$ cat src/rtl/trap_seq_ctrl.sv
// trap_seq_ctrl: exception / interrupt / MRET sequencer for the 5-stage core.
//
// Takes one event from the MEM stage, waits for the outstanding data access
// to drain, flushes the pipeline registers, writes mepc and mcause through
// the WB-stage CSR write port (traps only), then redirects the PC to mtvec
// for a trap or to mepc for MRET.
//
// Optional build macro TRAP_CNT_EN adds a 32-bit trap_count output that
// counts the traps that reach REDIRECT. MRET sequences are not counted.
//
// Interface contract: there is no valid/ready handshake here. The event
// inputs are level samples taken only while the sequencer is idle
// (busy=0). Every output is a single-cycle strobe or a value qualified by
// its strobe: trap_waddr_csr/trap_wdata_csr mean something only while
// trap_wr_csr=1, and redirect_pc only while pc_redirect=1. Both are driven
// to 0 otherwise.

module trap_seq_ctrl #(
  parameter int          DRAIN_MAX  = 15,
  parameter logic [11:0] CSR_MEPC   = 12'h341,
  parameter logic [11:0] CSR_MCAUSE = 12'h342
) (
  input  logic        clk,
  input  logic        rst,
  input  logic        me_exc_valid,
  input  logic [4:0]  me_exc_cause,
  input  logic [31:0] me_pc,
  input  logic        me_mret,
  input  logic        irq_ext,
  input  logic        irq_en,
  input  logic        mem_busy,
  input  logic [31:0] csr_mtvec,
  input  logic [31:0] csr_mepc,
  output logic        stall_all,
  output logic        if_flush,
  output logic        id_flush,
  output logic        ex_flush,
  output logic        me_wb_flush,
  output logic        trap_wr_csr,
  output logic [11:0] trap_waddr_csr,
  output logic [31:0] trap_wdata_csr,
  output logic        pc_redirect,
  output logic [31:0] redirect_pc,
  output logic        drain_timeout,
`ifdef TRAP_CNT_EN
  output logic [31:0] trap_count,
`endif
  output logic        busy
);

  // Sequencer states. The encoding is visible to anyone probing the
  // hierarchy through the state_t-typed 'state' register.
  typedef enum logic [2:0] {
    S_IDLE       = 3'd0,
    S_DRAIN      = 3'd1,
    S_FLUSH      = 3'd2,
    S_SAVE_EPC   = 3'd3,
    S_SAVE_CAUSE = 3'd4,
    S_REDIRECT   = 3'd5
  } state_t;

  // What the captured event will do once the pipeline is clean.
  typedef enum logic {
    KIND_TRAP = 1'b0,
    KIND_RET  = 1'b1
  } kind_t;

  // The drain counter only has to hold values up to DRAIN_MAX-1: the last
  // allowed DRAIN cycle is the one where the counter equals DRAIN_MAX-1.
  localparam int CNT_W = (DRAIN_MAX < 2) ? 1 : $clog2(DRAIN_MAX);
  localparam logic [CNT_W-1:0] DRAIN_LAST = CNT_W'(DRAIN_MAX - 1);

  // Interrupt cause: bit 31 set, code 11 (machine external interrupt).
  localparam logic [31:0] IRQ_CAUSE = 32'h8000_000B;

  state_t           state;
  state_t           state_d;
  kind_t            kind;
  logic [31:0]      epc;
  logic [31:0]      cause;
  logic [CNT_W-1:0] drain_cnt;

  logic             evt_exc;
  logic             evt_irq;
  logic             evt_ret;
  logic             evt_any;
  logic             drain_expired;
  logic [31:0]      trap_target;

  // Event qualification and next-state selection.
  always_comb begin
    evt_exc       = me_exc_valid;
    evt_irq       = irq_ext & irq_en;
    evt_ret       = me_mret;
    evt_any       = evt_exc | evt_irq | evt_ret;
    // Only a still-busy memory can time out; an access that finishes on
    // the last allowed cycle is a normal drain.
    drain_expired = mem_busy && (drain_cnt == DRAIN_LAST);
    trap_target   = {csr_mtvec[31:2], 2'b00};
    state_d       = state;
    case (state)
      S_IDLE: begin
        if (evt_any) begin
          state_d = S_DRAIN;
        end
      end
      S_DRAIN: begin
        if (!mem_busy || drain_expired) begin
          state_d = S_FLUSH;
        end
      end
      S_FLUSH: begin
        state_d = (kind == KIND_TRAP) ? S_SAVE_EPC : S_REDIRECT;
      end
      S_SAVE_EPC: begin
        state_d = S_SAVE_CAUSE;
      end
      S_SAVE_CAUSE: begin
        state_d = S_REDIRECT;
      end
      S_REDIRECT: begin
        state_d = S_IDLE;
      end
      default: begin
        state_d = S_IDLE;
      end
    endcase
  end

  // Sequencer state, captured event, drain counter and registered outputs.
  // Outputs are loaded from the next state so that each one is asserted
  // exactly during the state it belongs to, straight from a flop.
  always_ff @(posedge clk or negedge rst) begin
    if (!rst) begin
      state          <= S_IDLE;
      kind           <= KIND_TRAP;
      epc            <= '0;
      cause          <= '0;
      drain_cnt      <= '0;
      drain_timeout  <= 1'b0;
      stall_all      <= 1'b0;
      if_flush       <= 1'b0;
      id_flush       <= 1'b0;
      ex_flush       <= 1'b0;
      me_wb_flush    <= 1'b0;
      trap_wr_csr    <= 1'b0;
      trap_waddr_csr <= '0;
      trap_wdata_csr <= '0;
      pc_redirect    <= 1'b0;
      redirect_pc    <= '0;
      busy           <= 1'b0;
`ifdef TRAP_CNT_EN
      trap_count     <= '0;
`endif
    end else begin
      state <= state_d;

      // Event capture: exception beats interrupt beats MRET. Losers in
      // the same cycle are simply dropped; a level irq comes back later.
      if (state == S_IDLE) begin
        if (evt_exc) begin
          kind  <= KIND_TRAP;
          epc   <= me_pc;
          cause <= {27'b0, me_exc_cause};
        end else if (evt_irq) begin
          kind  <= KIND_TRAP;
          epc   <= me_pc;
          cause <= IRQ_CAUSE;
        end else if (evt_ret) begin
          kind  <= KIND_RET;
        end
      end

      // The counter runs only while staying in DRAIN, so it is zero on
      // every entry into DRAIN.
      if (state == S_DRAIN && state_d == S_DRAIN) begin
        drain_cnt <= drain_cnt + CNT_W'(1);
      end else begin
        drain_cnt <= '0;
      end

      // Sticky record that a drain was abandoned with memory still busy.
      if (state == S_DRAIN && drain_expired) begin
        drain_timeout <= 1'b1;
      end

      // Freeze while waiting on memory and while the CSR writes happen;
      // FLUSH and REDIRECT let the flushed / redirected registers move.
      stall_all   <= (state_d == S_DRAIN) || (state_d == S_SAVE_EPC) ||
                     (state_d == S_SAVE_CAUSE);

      // FLUSH clears every pipeline register; REDIRECT clears IF again so
      // the instruction fetched from the old PC is discarded.
      if_flush    <= (state_d == S_FLUSH) || (state_d == S_REDIRECT);
      id_flush    <= (state_d == S_FLUSH);
      ex_flush    <= (state_d == S_FLUSH);
      me_wb_flush <= (state_d == S_FLUSH);

      // CSR write port: address and data are zero when not writing.
      trap_wr_csr <= (state_d == S_SAVE_EPC) || (state_d == S_SAVE_CAUSE);
      if (state_d == S_SAVE_EPC) begin
        trap_waddr_csr <= CSR_MEPC;
        trap_wdata_csr <= epc;
      end else if (state_d == S_SAVE_CAUSE) begin
        trap_waddr_csr <= CSR_MCAUSE;
        trap_wdata_csr <= cause;
      end else begin
        trap_waddr_csr <= '0;
        trap_wdata_csr <= '0;
      end

      // The redirect target is sampled on the edge into REDIRECT. mtvec
      // is never written by this sequence and mepc is only written on
      // the trap path, which does not read it back.
      pc_redirect <= (state_d == S_REDIRECT);
      if (state_d == S_REDIRECT) begin
        redirect_pc <= (kind == KIND_TRAP) ? trap_target : csr_mepc;
      end else begin
        redirect_pc <= '0;
      end

      busy <= (state_d != S_IDLE);

`ifdef TRAP_CNT_EN
      // Count traps as they enter REDIRECT; MRET never counts. Wraps.
      if (state != S_REDIRECT && state_d == S_REDIRECT &&
          kind == KIND_TRAP) begin
        trap_count <= trap_count + 32'd1;
      end
`endif
    end
  end

endmodule

$ cat config.mk
export PLATFORM = sky130hd
export DESIGN_NAME = trap_seq_ctrl
export DESIGN_NICKNAME = d
export VERILOG_FILES = /design/src/rtl/trap_seq_ctrl.sv
export SDC_FILE = /design/constraint.sdc
export NUM_CORES = 1
export LEC_CHECK = 0
export ABC_CLOCK_PERIOD_IN_PS = 2700
export CAP_MARGIN = 20
export CORE_AREA = 2 2 104 106
export CTS_CLUSTER_DIAMETER = 60
export DETAILED_ROUTE_END_ITERATION = 8
export DIE_AREA = 0 0 106 108
export PLACE_DENSITY = 0.87
export SLEW_MARGIN = 25
export SYNTH_ARGS = -nofsm -noshare
export SYNTH_HDL_FRONTEND = slang
export SYNTH_SLANG_ARGS = --single-unit
export TNS_END_PERCENT = 20
$ cat constraint.sdc
create_clock -name clk -period 2.7 [get_ports clk]
set_input_delay 0.27 -clock clk [delete_from_list [all_inputs] [get_ports clk]]
set_output_delay 0.27 -clock clk [all_outputs]
set_load 0.05 [all_outputs]
## Yosys cells after proc, flatten, opt, wreduce, memory -nomap -nowiden

Index checks and enable logic that the tools add are counted.

| storage, ports and cells | value |
|---|---|
| bits in registers | 155 |
| logic and storage cells | 62 |
| input port bits | 108 |
| output and inout bits | 85 |

| operators by class | value |
|---|---|
| bitwise operators | 3 |
| mux-type cells | 18 |
| reductions and logical operators | 15 |
| add/subtract/negate cells | 1 |
| equal/unequal tests | 10 |

Operators with widths:

| kind | number |
|---|---|
| $mux 32 | 8 |
| $mux 10 | 2 |
| $pmux 3 s5 | 1 |
| $eq 3x2->1 const B | 4 |
| $eq 3x3->1 const B | 3 |
| $mux 3 | 3 |
| $eq 3x1->1 const B | 2 |
| $reduce_bool 3->1 | 2 |
| $logic_or 1x1->1 | 5 |
| $add 4x1->4 const B | 1 |
| $eq 4x4->1 const B | 1 |
| $mux 4 | 1 |
| $reduce_and 2->1 | 2 |
| $logic_and 1x1->1 | 3 |
| $logic_not 3->1 | 1 |
| $mux 1 | 3 |
| $or 1x1->1 | 2 |
| $reduce_bool 2->1 | 1 |
| $and 1x1->1 | 1 |
| $logic_not 1->1 | 1 |

## Depth between registers and ports, before layout

Gate-level depths: netlist of the first run.

| logic depth | value |
|---|---|
| word-level depth | 8 |
| depth in mapped cells | 6 |
| depth with buffers taken out | 5 |

## Worst setup path before layout of the first run

OpenSTA, ideal clock, no wires.

| path | value |
|---|---|
| path kind | reg-to-reg |
| start | reg state[2] |
| end | reg epc[10] |
| data arrival time | 1.480 ns |
| required time | 2.575 ns |
| buffers on the path | 2 |
| slack | 1.095 ns |
| library setup time | 0.125 ns |
| stages on the path, launching flop included | 6 |
| period minus slack after synthesis | 1.605 ns |
| cells stage by stage | dfrtp_1 > nor3_4 > and2_4 > buf_12 > buf_12 > mux2_4 |

| between the ends | value |
|---|---|
| longest elaborated chain between the ends | 2 |

Ends and longest elaborated chain:

| element | line | source |
|---|---|---|
| start, declared | 76 | `state_t state;` |
| start signal, assigned | 156 | `state <= state_d;` |
| $logic_not 3->1 | 160 | `if (state == S_IDLE) begin` |
| $reduce_and 2->1 (no line) | -- |  |
| end signal, assigned | 163 | `epc <= me_pc;` |
| end signal, assigned | 167 | `epc <= me_pc;` |
| end, declared | 79 | `logic [31:0] epc;` |

No other way between the ends.
A chain may end at the register's enable or synchronous reset.

==> results.md, run 1 <==
Routing:
- The remaining number of nets flagged by the antenna check after routing is 0.
- The final wirelength is 11.1 mm.
- The number of search-and-repair iterations in the first detailed-routing pass is 5.
- Signal routing reaches up to met4.
- The first routing iteration left ~140 violations.
- The final route contains 3243 vias.
- The met1 wire length is between 4 and 5 mm.
- The vias per cell is slightly below 5.
- The average detailed-routed wire length per instance is 16.7 um.
- After detailed routing, the met3 layer carries 971 um of wire.
- The wire length on met2 is 5.77 mm.
- The post-route DRC violation count is 0.

Critical path:
- The worst path buffer plus inverter count is 1.
- The worst setup path is launched from a flip-flop.
- Grouping stages by cell kind, the critical path spends the most delay in buffers and inverters.
- The arrival time of the worst setup path is 1760 ps.
- The delay of the slowest cell on the worst path is around 840 ps.
- The worst setup path is captured at an output port.
- The required time of the critical path is about 2400 ps.
- Along the worst path, the maximum fanout reaches 4.
- The setup path with the least slack is of type flip-flop to output port.
- The slowest stage of the critical path belongs to the cell sky130_fd_sc_hd__clkdlybuf4s50_1.
- The critical path goes through clkdlybuf4s50_1.

Placed design:
- At the placement stage, the worst setup path has a slack of between 600 and 700 ps.
- Port buffering added approximately 180 buffers.
- The total cell area at the placement stage is about 6500 um^2.
- The weighted congestion reported at the end of routability-driven placement is approximately 0.75.
- The post-DP HPWL is 7.77 mm.

Floorplan:
- The starting utilization of the core area is 0.453.
- In this run the vertical extent of the chip is around 110 um.
- For this design the top-level I/O count stands at 193.
- The floorplan die area is approximately 11000 um^2.
- From left edge to right edge, the die measures about 110 um.
- The cell row count is 37.
- After floorplanning, the core was sized to cover between 10000 and 15000 um^2.

Global route:
- The via count of the first global-routing pass is approximately 3600.
- The total overflow left after global routing is 0.
- The number of antenna violations at the first check in global routing is 0.
- The overall track demand over capacity in global routing is 0.205.
- Entering global routing, the biggest net connects 56 pins.
- The global-route wire length before repair is approximately 18 mm.

STA:
- Derived from the worst setup path, the maximum achievable clock frequency is a little under 500 MHz.
- The post-route fraction of the period consumed by the critical path is 0.751.
- The worst setup slack after layout is between 600 and 700 ps.
- The actual slew at the worst max-slew pin is approximately 780 ps.
- Counting I/O delays and the setup requirement, the final critical path takes between 2000 and 2500 ps.
- Setup violations remaining at the end of the flow were counted as 0.
- Setup repair after global routing left no endpoint under its margin.
- The sum of negative setup slack is 0 ps.
- The setup clock skew after layout is around 11 ps.
- The relative max-transition margin is 0.481.
- The number of endpoints with negative hold slack in the final report is 0.
- The count of final max-slew check failures is 0.

Final layout:
- In the final layout, the share of cells above drive strength 1 is 0.141.
- With fillers left out, the area of the finished cells amounts to between 7000 and 8000 um^2.
- The growth of design area from synthesis to finish is 53.6%.
- After the last flow step, the layout net total stands at between 600 and 700.
- Measured on the finished design, the core utilization comes to 0.696.
- The number of inserted diodes is 0.

Synth:
- In the post-synthesis netlist, the biggest area contributors are sky130_fd_sc_hd__dfrtp_1 (64%), sky130_fd_sc_hd__mux2_4 (8.1%), sky130_fd_sc_hd__mux2i_1 (6.5%).
- The count of flip-flops with a built-in enable after synthesis is 0.
- The commonest cells after synthesis are sky130_fd_sc_hd__dfrtp_1 (119), sky130_fd_sc_hd__nor2_1 (38), sky130_fd_sc_hd__mux2i_1 (30).
- The per-instance average area after synthesis is 14.1 um^2.
- The top-area cell type share of the netlist area is 0.642.
- The number of cells produced by synthesis is 329.
- The async set-reset flop share out of synthesis is 1.00.
- For this run, the register share of the synthesized area comes to 0.642.
- In the post-synthesis netlist, the cell with the most instances is sky130_fd_sc_hd__dfrtp_1.
- The summed instance area of the synthesized netlist is 4640 um^2.
- The most area-hungry cell type in the Yosys netlist is sky130_fd_sc_hd__dfrtp_1.
- The number of storage elements in the synthesis netlist is roughly 120.
- The prevailing post-synth register cell is sky130_fd_sc_hd__dfrtp_1.
- The number of warnings printed during yosys synthesis is 0.
- The number of different library cells in the post-synthesis netlist is 34.

Power:
- The power per cell area is about 1100 nW/um^2.
- Of the total power, the clock network draws 0.292.
- The worst voltage drop across the vdd grid is between 0.0005 and 0.0006 V.
- The post-layout total power is about 8.1 mW.
- The share of total power in combinational logic is 0.384.
- The static power due to leakage is around 3.4 nW.
- The register share of total power is 0.324.
- The internal power component is between 5 and 6 mW.
- Of the total power, the share spent switching nets is 0.357.
- The switching component of the power is 2.89 mW.

Clock network:
- Counting the buffers created by CTS gives 17.
- The TritonCTS clock tree is built.
- The maximum level of the CTS H-tree is 4.
- The number of buffers added for setup after CTS is 0.
- The later pin in the worst-skew pair is clocked with a latency of 500 ps.
- The longest clock path from root to sink contains 2 buffers.
- The buffer type at the clock tree root is sky130_fd_sc_hd__clkbuf_8.
- The clock sink total is ~120.
- The clock slew seen by the registers of the worst setup and hold paths is about 60 ps.

Worst hold path:
- The worst hold path class is input port to asynchronous set/reset pin.

Outcome:
- The flow ran to the end, and the final reports show no timing, DRC or antenna violations.

Run:
- The max-cap violation count is 0.
-- path summary, 6_finish.rpt --
check	startpoint	endpoint	slack (ps)	cells past startpoint
worst max-delay path	trap_waddr_csr[8]$_DFF_PN0_	trap_waddr_csr[9]	670	1
worst min-delay path	rst	epc[10]$_DFFE_PN0P_	280	2
worst max register to register	state[2]$_DFF_PN0_	epc[5]$_DFFE_PN0P_	680	3
worst min register to register	drain_timeout$_DFFE_PN0P_	drain_timeout$_DFFE_PN0P_	480	1
max in group asynchronous	rst	kind$_DFFE_PN0P_	1640	3
min in group clk	csr_mepc[1]	redirect_pc[1]$_DFF_PN0_	360	2
-- cell type report --
class,instances,area [um^2]
Fill cell,706,3110
Sequential cell,119,2980
Timing Repair Buffer,188,1880
Multi-Input combinational cell,179,1430
Clock buffer,19,442
Clock inverter,13,193
Tap cell,136,170
Inverter,8,30.0
-- cell usage in the layout, fill, tap and decap left out, types with 2 or more instances in the layout --
cell type,n
sky130_fd_sc_hd__nor2_1,38
sky130_fd_sc_hd__o21a_1,2
sky130_fd_sc_hd__ha_1,2
sky130_fd_sc_hd__nand2b_1,2
sky130_fd_sc_hd__and3_1,29
sky130_fd_sc_hd__bufinv_16,4
sky130_fd_sc_hd__mux2_4,25
sky130_fd_sc_hd__o211ai_1,2
sky130_fd_sc_hd__inv_1,7
sky130_fd_sc_hd__inv_6,3
sky130_fd_sc_hd__a32o_1,2
sky130_fd_sc_hd__mux2_2,7
sky130_fd_sc_hd__buf_4,4
sky130_fd_sc_hd__clkdlybuf4s50_1,182
sky130_fd_sc_hd__clkinv_4,3
sky130_fd_sc_hd__a22o_1,6
sky130_fd_sc_hd__nand2_1,8
sky130_fd_sc_hd__mux2i_1,30
sky130_fd_sc_hd__conb_1,7
sky130_fd_sc_hd__clkbuf_8,3
sky130_fd_sc_hd__o21ai_0,2
sky130_fd_sc_hd__o22a_1,3
sky130_fd_sc_hd__a21oi_1,2
sky130_fd_sc_hd__clkinvlp_4,2
sky130_fd_sc_hd__dfrtp_1,118
sky130_fd_sc_hd__clkbuf_16,16
-- through the flow --
stage | hold slack [ps] | cells
floorplan | -25.6 | 335
global placement | 254 | 629
detailed placement | 257 | 629
CTS | 267 | 662
global route | 292 | 662
finish | 284 | 662
-- per-layer routing --
layer	vias up	track usage
li1	1472	-
met1	1599	0.226
met2	161	0.362
met3	11	0.0784
met4	0	0.0789
met5	-	0
-- kinds of logic (layout without fill, tap and decap cells) --
group                    after synthesis  count (layout)  share of synthesized area
other                                  1               7                   0.000809
flip-flops                           119             119                      0.642
multiplexers                          62              62                      0.163
AND/OR/NAND/NOR                       84              84                     0.0923
adder cells (fa/ha/maj)                2               2                    0.00540
AO/OA/AOI/OAI                         22              22                     0.0375
XOR/XNOR                               2               2                    0.00378
buffers and inverters                 37             228                     0.0551
-- power by group through the flow --
stage | combinational, mW | sequential [mW] | clock, mW
after global routing | 3.29 | 2.69 | 2.50
after floorplan | 1.62 | 3.29 | 0
final | 3.11 | 2.62 | 2.36
after detailed placement | 3.12 | 2.64 | 0
after CTS | 3.14 | 2.63 | 2.41
after global placement | 3.02 | 2.61 | 0
-- sequential cells by signal, indices dropped and copies added (netlist names) --
signal          cells
epc                32
busy                1
kind                1
state               3
drain_timeout       1
cause               6
drain_cnt           4
trap_wdata_csr     32
me_wb_flush         1
redirect_pc        32
if_flush            1
pc_redirect         1
trap_waddr_csr      3
stall_all           1
-- what timing repair did --
item	in CTS	in global routing
gates resized for setup	0	0
hold endpoints to repair	34	0
hold buffers	1	0
No activity file was read; power rests on OpenSTA's default activity.
==> run 2, diff against run 1 <==
--- a/config.mk
+++ b/config.mk
@@ -5,13 +5,13 @@
 export SDC_FILE = /design/constraint.sdc
 export NUM_CORES = 1
 export LEC_CHECK = 0
-export ABC_CLOCK_PERIOD_IN_PS = 2700
+export ABC_CLOCK_PERIOD_IN_PS = 1700
 export CAP_MARGIN = 20
-export CORE_AREA = 2 2 104 106
+export CORE_AREA = 2 2 113 115
 export CTS_CLUSTER_DIAMETER = 60
 export DETAILED_ROUTE_END_ITERATION = 8
-export DIE_AREA = 0 0 106 108
-export PLACE_DENSITY = 0.87
+export DIE_AREA = 0 0 115 117
+export PLACE_DENSITY = 0.78
 export SLEW_MARGIN = 25
 export SYNTH_ARGS = -nofsm -noshare
 export SYNTH_HDL_FRONTEND = slang
==> constraint.sdc (replaced) <==
create_clock -name clk -period 1.7 [get_ports clk]
set_input_delay 0.17 -clock clk [delete_from_list [all_inputs] [get_ports clk]]
set_output_delay 0.17 -clock clk [all_outputs]
set_load 0.05 [all_outputs]
==> results.md, run 2 (synthesis gave the netlist of run 1 again) <==
Final layout:
- The growth of design area from synthesis to finish is 53.7% (was 53.6%).
- The number of inserted diodes was 0 (unchanged).
- The number of nets in the layout is 633 (was 623).
- The total of fill cells in the finished design is 1026 (was 706).
- The area used by sequential logic in the layout came to 2980 um^2 (unchanged).
- Commonest non-fill, non-tap cells in the layout: sky130_fd_sc_hd__dfrtp_1 (118), sky130_fd_sc_hd__clkdlybuf4s50_1 (104), sky130_fd_sc_hd__dlygate4sd2_1 (64) (was sky130_fd_sc_hd__clkdlybuf4s50_1 (182), sky130_fd_sc_hd__dfrtp_1 (118), sky130_fd_sc_hd__nor2_1 (38)).
- The most common library cell in the layout ignoring fill and taps is sky130_fd_sc_hd__dfrtp_1 (was sky130_fd_sc_hd__clkdlybuf4s50_1).
- The non-filler instance count after layout is 685 (was 662).
- Largest registers: epc: 32 flops, redirect_pc: 32 flops, trap_wdata_csr: 32 flops (unchanged).
- The area of the multi-input gates is 1430 um^2 (about the same).
- The fraction of final layout cells with drive strength greater than 1 is 0.178 (was 0.141).

Global route:
- The number of antenna violations at the first check in global routing is 0 (unchanged).
- The remaining global-route overflow was 0 (unchanged).
- The global-route track usage on met3 is 0.0711 (was 0.0784).
- The most used routing layer in global routing is met2 (unchanged).
- The overall track demand over capacity in global routing is 0.168 (was 0.205).
- The maximum number of pins on one net before global-route repair is 52 (was 56).
- The met2 track utilization from global routing came to 0.275 (was 0.362).
- The via count of the first global-routing pass is 3368 (was 3599).
- The global-route wire length before repair came to 17.0 mm (was 17.9 mm).
- The met1 routing resource usage after global routing is 0.193 (was 0.226).

Power:
- The register share of total power is 0.326 (was 0.324).
- The worst voltage drop across the vdd grid was 0.000898 V (was 0.000508 V).
- The power per cell area is 1780 nW/um^2 (was 1140 nW/um^2).
- The switching component of the power is 4.50 mW (was 2.89 mW).
- The static power due to leakage is 3.73 nW (was 3.36 nW).
- The net switching share of the total power is 0.355 (was 0.357).
- The internal power component is 8.18 mW (was 5.20 mW).
- The clock share of power came to 0.284 (was 0.292).
- The share of total power in combinational logic is 0.390 (was 0.384).

Floorplan:
- The floorplan die area came to 13500 um^2 (was 11400 um^2).
- The I/O pin count is 193 (unchanged).
- The starting utilization of the core area is 0.377 (was 0.453).
- The placeable core region is 12300 um^2 (was 10200 um^2).
- The height of the die came to 117 um (was 108 um).
- The die width came to 115 um (was 106 um).
- The cell row count is 41 (was 37).

STA:
- The worst path needs 1580 ps of the cycle, external delays included.
- The setup clock skew after layout came to 6.51 ps (was 11.3 ps).
- The sum of negative setup slack was 0 ps (unchanged).
- The number of endpoints with negative hold slack in the final report is 0 (unchanged).
- RSZ-0062 raised after global routing: false (unchanged).
- The maximum clock frequency is between 600 and 700 MHz.
- The actual slew at the worst max-slew pin is 534 ps (was 779 ps).
- The relative max-transition margin is 0.644 (was 0.481).
- The count of final max-slew check failures is 0 (unchanged).
- The worst setup slack after layout came to 116 ps (was 673 ps).
- The worst hold-check slack came to 246 ps (was 284 ps).
- Of the available clock period, the critical path in the final layout requires 0.932.
- The final count of negative-setup-slack endpoints came to 0 (unchanged).

Critical path:
- The worst-path maximum fanout came to 15 (was 4).
- The required time of the critical path is 1990 ps (was 2430 ps).
- The critical path capture point type is a flip-flop (was output port).
- The kind of start point of the critical path is a flip-flop (unchanged).
- The delay of the slowest cell on the worst path is 470 ps (was 840 ps).
- The minimum setup slack among reg-to-reg paths is 120 ps (was 680 ps).
- Series of cell instances along the critical path: nor3_4 -> and2_4 -> buf_12 -> mux2_4 (was clkdlybuf4s50_1).
- The worst path buffer plus inverter count is 1 (unchanged).
- The arrival time of the worst setup path is 1870 ps (was 1760 ps).
- The slowest cell on the critical path is sky130_fd_sc_hd__dfrtp_1 (was sky130_fd_sc_hd__clkdlybuf4s50_1).
- The type of the worst setup path is flip-flop to flip-flop (was flip-flop to output port).
- The largest delay contributor family on the critical path was simple AND/OR/NAND/NOR gates (was buffers and inverters).

Outcome:
- Outcome: completed (unchanged).

Routing:
- The number of search-and-repair iterations in the first detailed-routing pass is 4 (was 5).
- The post-route DRC violation count is 0 (unchanged).
- The remaining number of nets flagged by the antenna check after routing is 0 (unchanged).
- The final wirelength came to 10.8 mm (was 11.1 mm).
- The average detailed-routed wire length per instance is 15.8 um (was 16.7 um).
- The vias per cell was 4.71 (was 4.90).
- The via count of the routed design was 3226 (was 3243).
- The violation count after the first detailed-route iteration came to 190 (was 135).

Run:
- The max-cap violation count came to 0 (unchanged).

Placed design:
- The post-DP HPWL was 7.81 mm (was 7.77 mm).
- The count of buffers from port buffering came to 183 (unchanged).
- The pre-CTS setup slack came to 53.4 ps (was 624 ps).
- The total instance count after detailed placement is 653 (was 629).
- The weighted congestion reported at the end of routability-driven placement is 0.773 (was 0.750).

Worst hold path:
- The worst hold path class is input port to asynchronous set/reset pin (unchanged).

Clock network:
- The maximum level of the CTS H-tree is 4 (unchanged).
- The CTS buffer count is 17 (unchanged).
- The number of buffers on the longest clock path is 2 (unchanged).
- The clock sink total is 119 (unchanged).
- The buffer type at the clock tree root is sky130_fd_sc_hd__clkbuf_16 (was sky130_fd_sc_hd__clkbuf_8).
- The clock slew seen by the registers of the worst setup and hold paths came to 50 ps (was 60 ps).
- The clock latency at the later pin of the worst-skew pair is 410 ps (was 500 ps).
- The TritonCTS clock tree was built (unchanged).
run 2: cell types whose count changed in the layout (fill, tap and decap cells not counted), sizes merged:
| cell | before | now |
|---|---|---|
| buf | 5 | 29 |
| bufinv | 4 | 3 |
| clkbuf | 19 | 22 |
| clkdlybuf4s50 | 182 | 104 |
| clkinv | 4 | 6 |
| clkinvlp | 2 | 0 |
| dlygate4sd2 | 0 | 64 |
| inv | 11 | 8 |
run 2: worst paths after layout:
kind                                         from                     endpoint  cells past startpoint
max reg2reg                    state[2]$_DFF_PN0_          epc[18]$_DFFE_PN0P_                      4
min reg2reg                drain_cnt[0]$_DFF_PN0_       drain_cnt[0]$_DFF_PN0_                      1
min in group clk                      csr_mepc[1]     redirect_pc[1]$_DFF_PN0_                      2
min                                           rst  trap_wdata_csr[9]$_DFF_PN0_                      2
max in group asynchronous                     rst             kind$_DFFE_PN0P_                      3
max                            state[2]$_DFF_PN0_          epc[18]$_DFFE_PN0P_                      4
run 2: routing by layer:
layer	share of wire	wire length, um
met4	0.024	256
met5	0	0
met3	0.085	914
met1	0.40	4300
met2	0.49	5330
run 2: layout make-up:
class,count,share of cell area
sequential,119,0.418
timing repair buffer,198,0.267
multi-input combinational,179,0.200
clock buffer,22,0.0665
tap,150,0.0263
clock inverter,9,0.0174
inverter,8,0.00421
run 2: per-stage QoR:
stage,power [mW],instance area [um^2],util
final,12.7,7130,0.579
after global routing,13.3,7130,0.579
after CTS,12.8,7130,0.579
after detailed placement,9.38,6600,0.536
after global placement,9.20,6600,0.536
after floorplan,7.81,4660,-
run 2: timing repair:
| item | in CTS | in global routing |
|---|---|---|
| gates resized for setup | 64 | 0 |
| hold endpoints to repair | 30 | 0 |
| setup buffers | 0 | 0 |
| hold buffers | 1 | 0 |
| setup endpoints to repair | 64 | 0 |
run 2: power by group through the flow:
stage	sequential [mW]	combinational [mW]	clock (mW)
2_1_floorplan	5.23	2.58	0
6_report	4.13	4.95	3.60
4_1_cts	4.14	5.00	3.69
5_1_grt	4.24	5.27	3.81
3_3_place_gp	4.15	5.05	0
3_5_place_dp	4.20	5.18	0
==> run 3, diff against run 2 <==
--- a/config.mk
+++ b/config.mk
@@ -12,7 +12,7 @@
 export DETAILED_ROUTE_END_ITERATION = 8
 export DIE_AREA = 0 0 115 117
 export PLACE_DENSITY = 0.78
-export SLEW_MARGIN = 25
+export SLEW_MARGIN = 20
 export SYNTH_ARGS = -nofsm -noshare
 export SYNTH_HDL_FRONTEND = slang
 export SYNTH_SLANG_ARGS = --single-unit
==> results of run 3 <==
No change in the layout: final DEF, timing and power equal those of run 2.
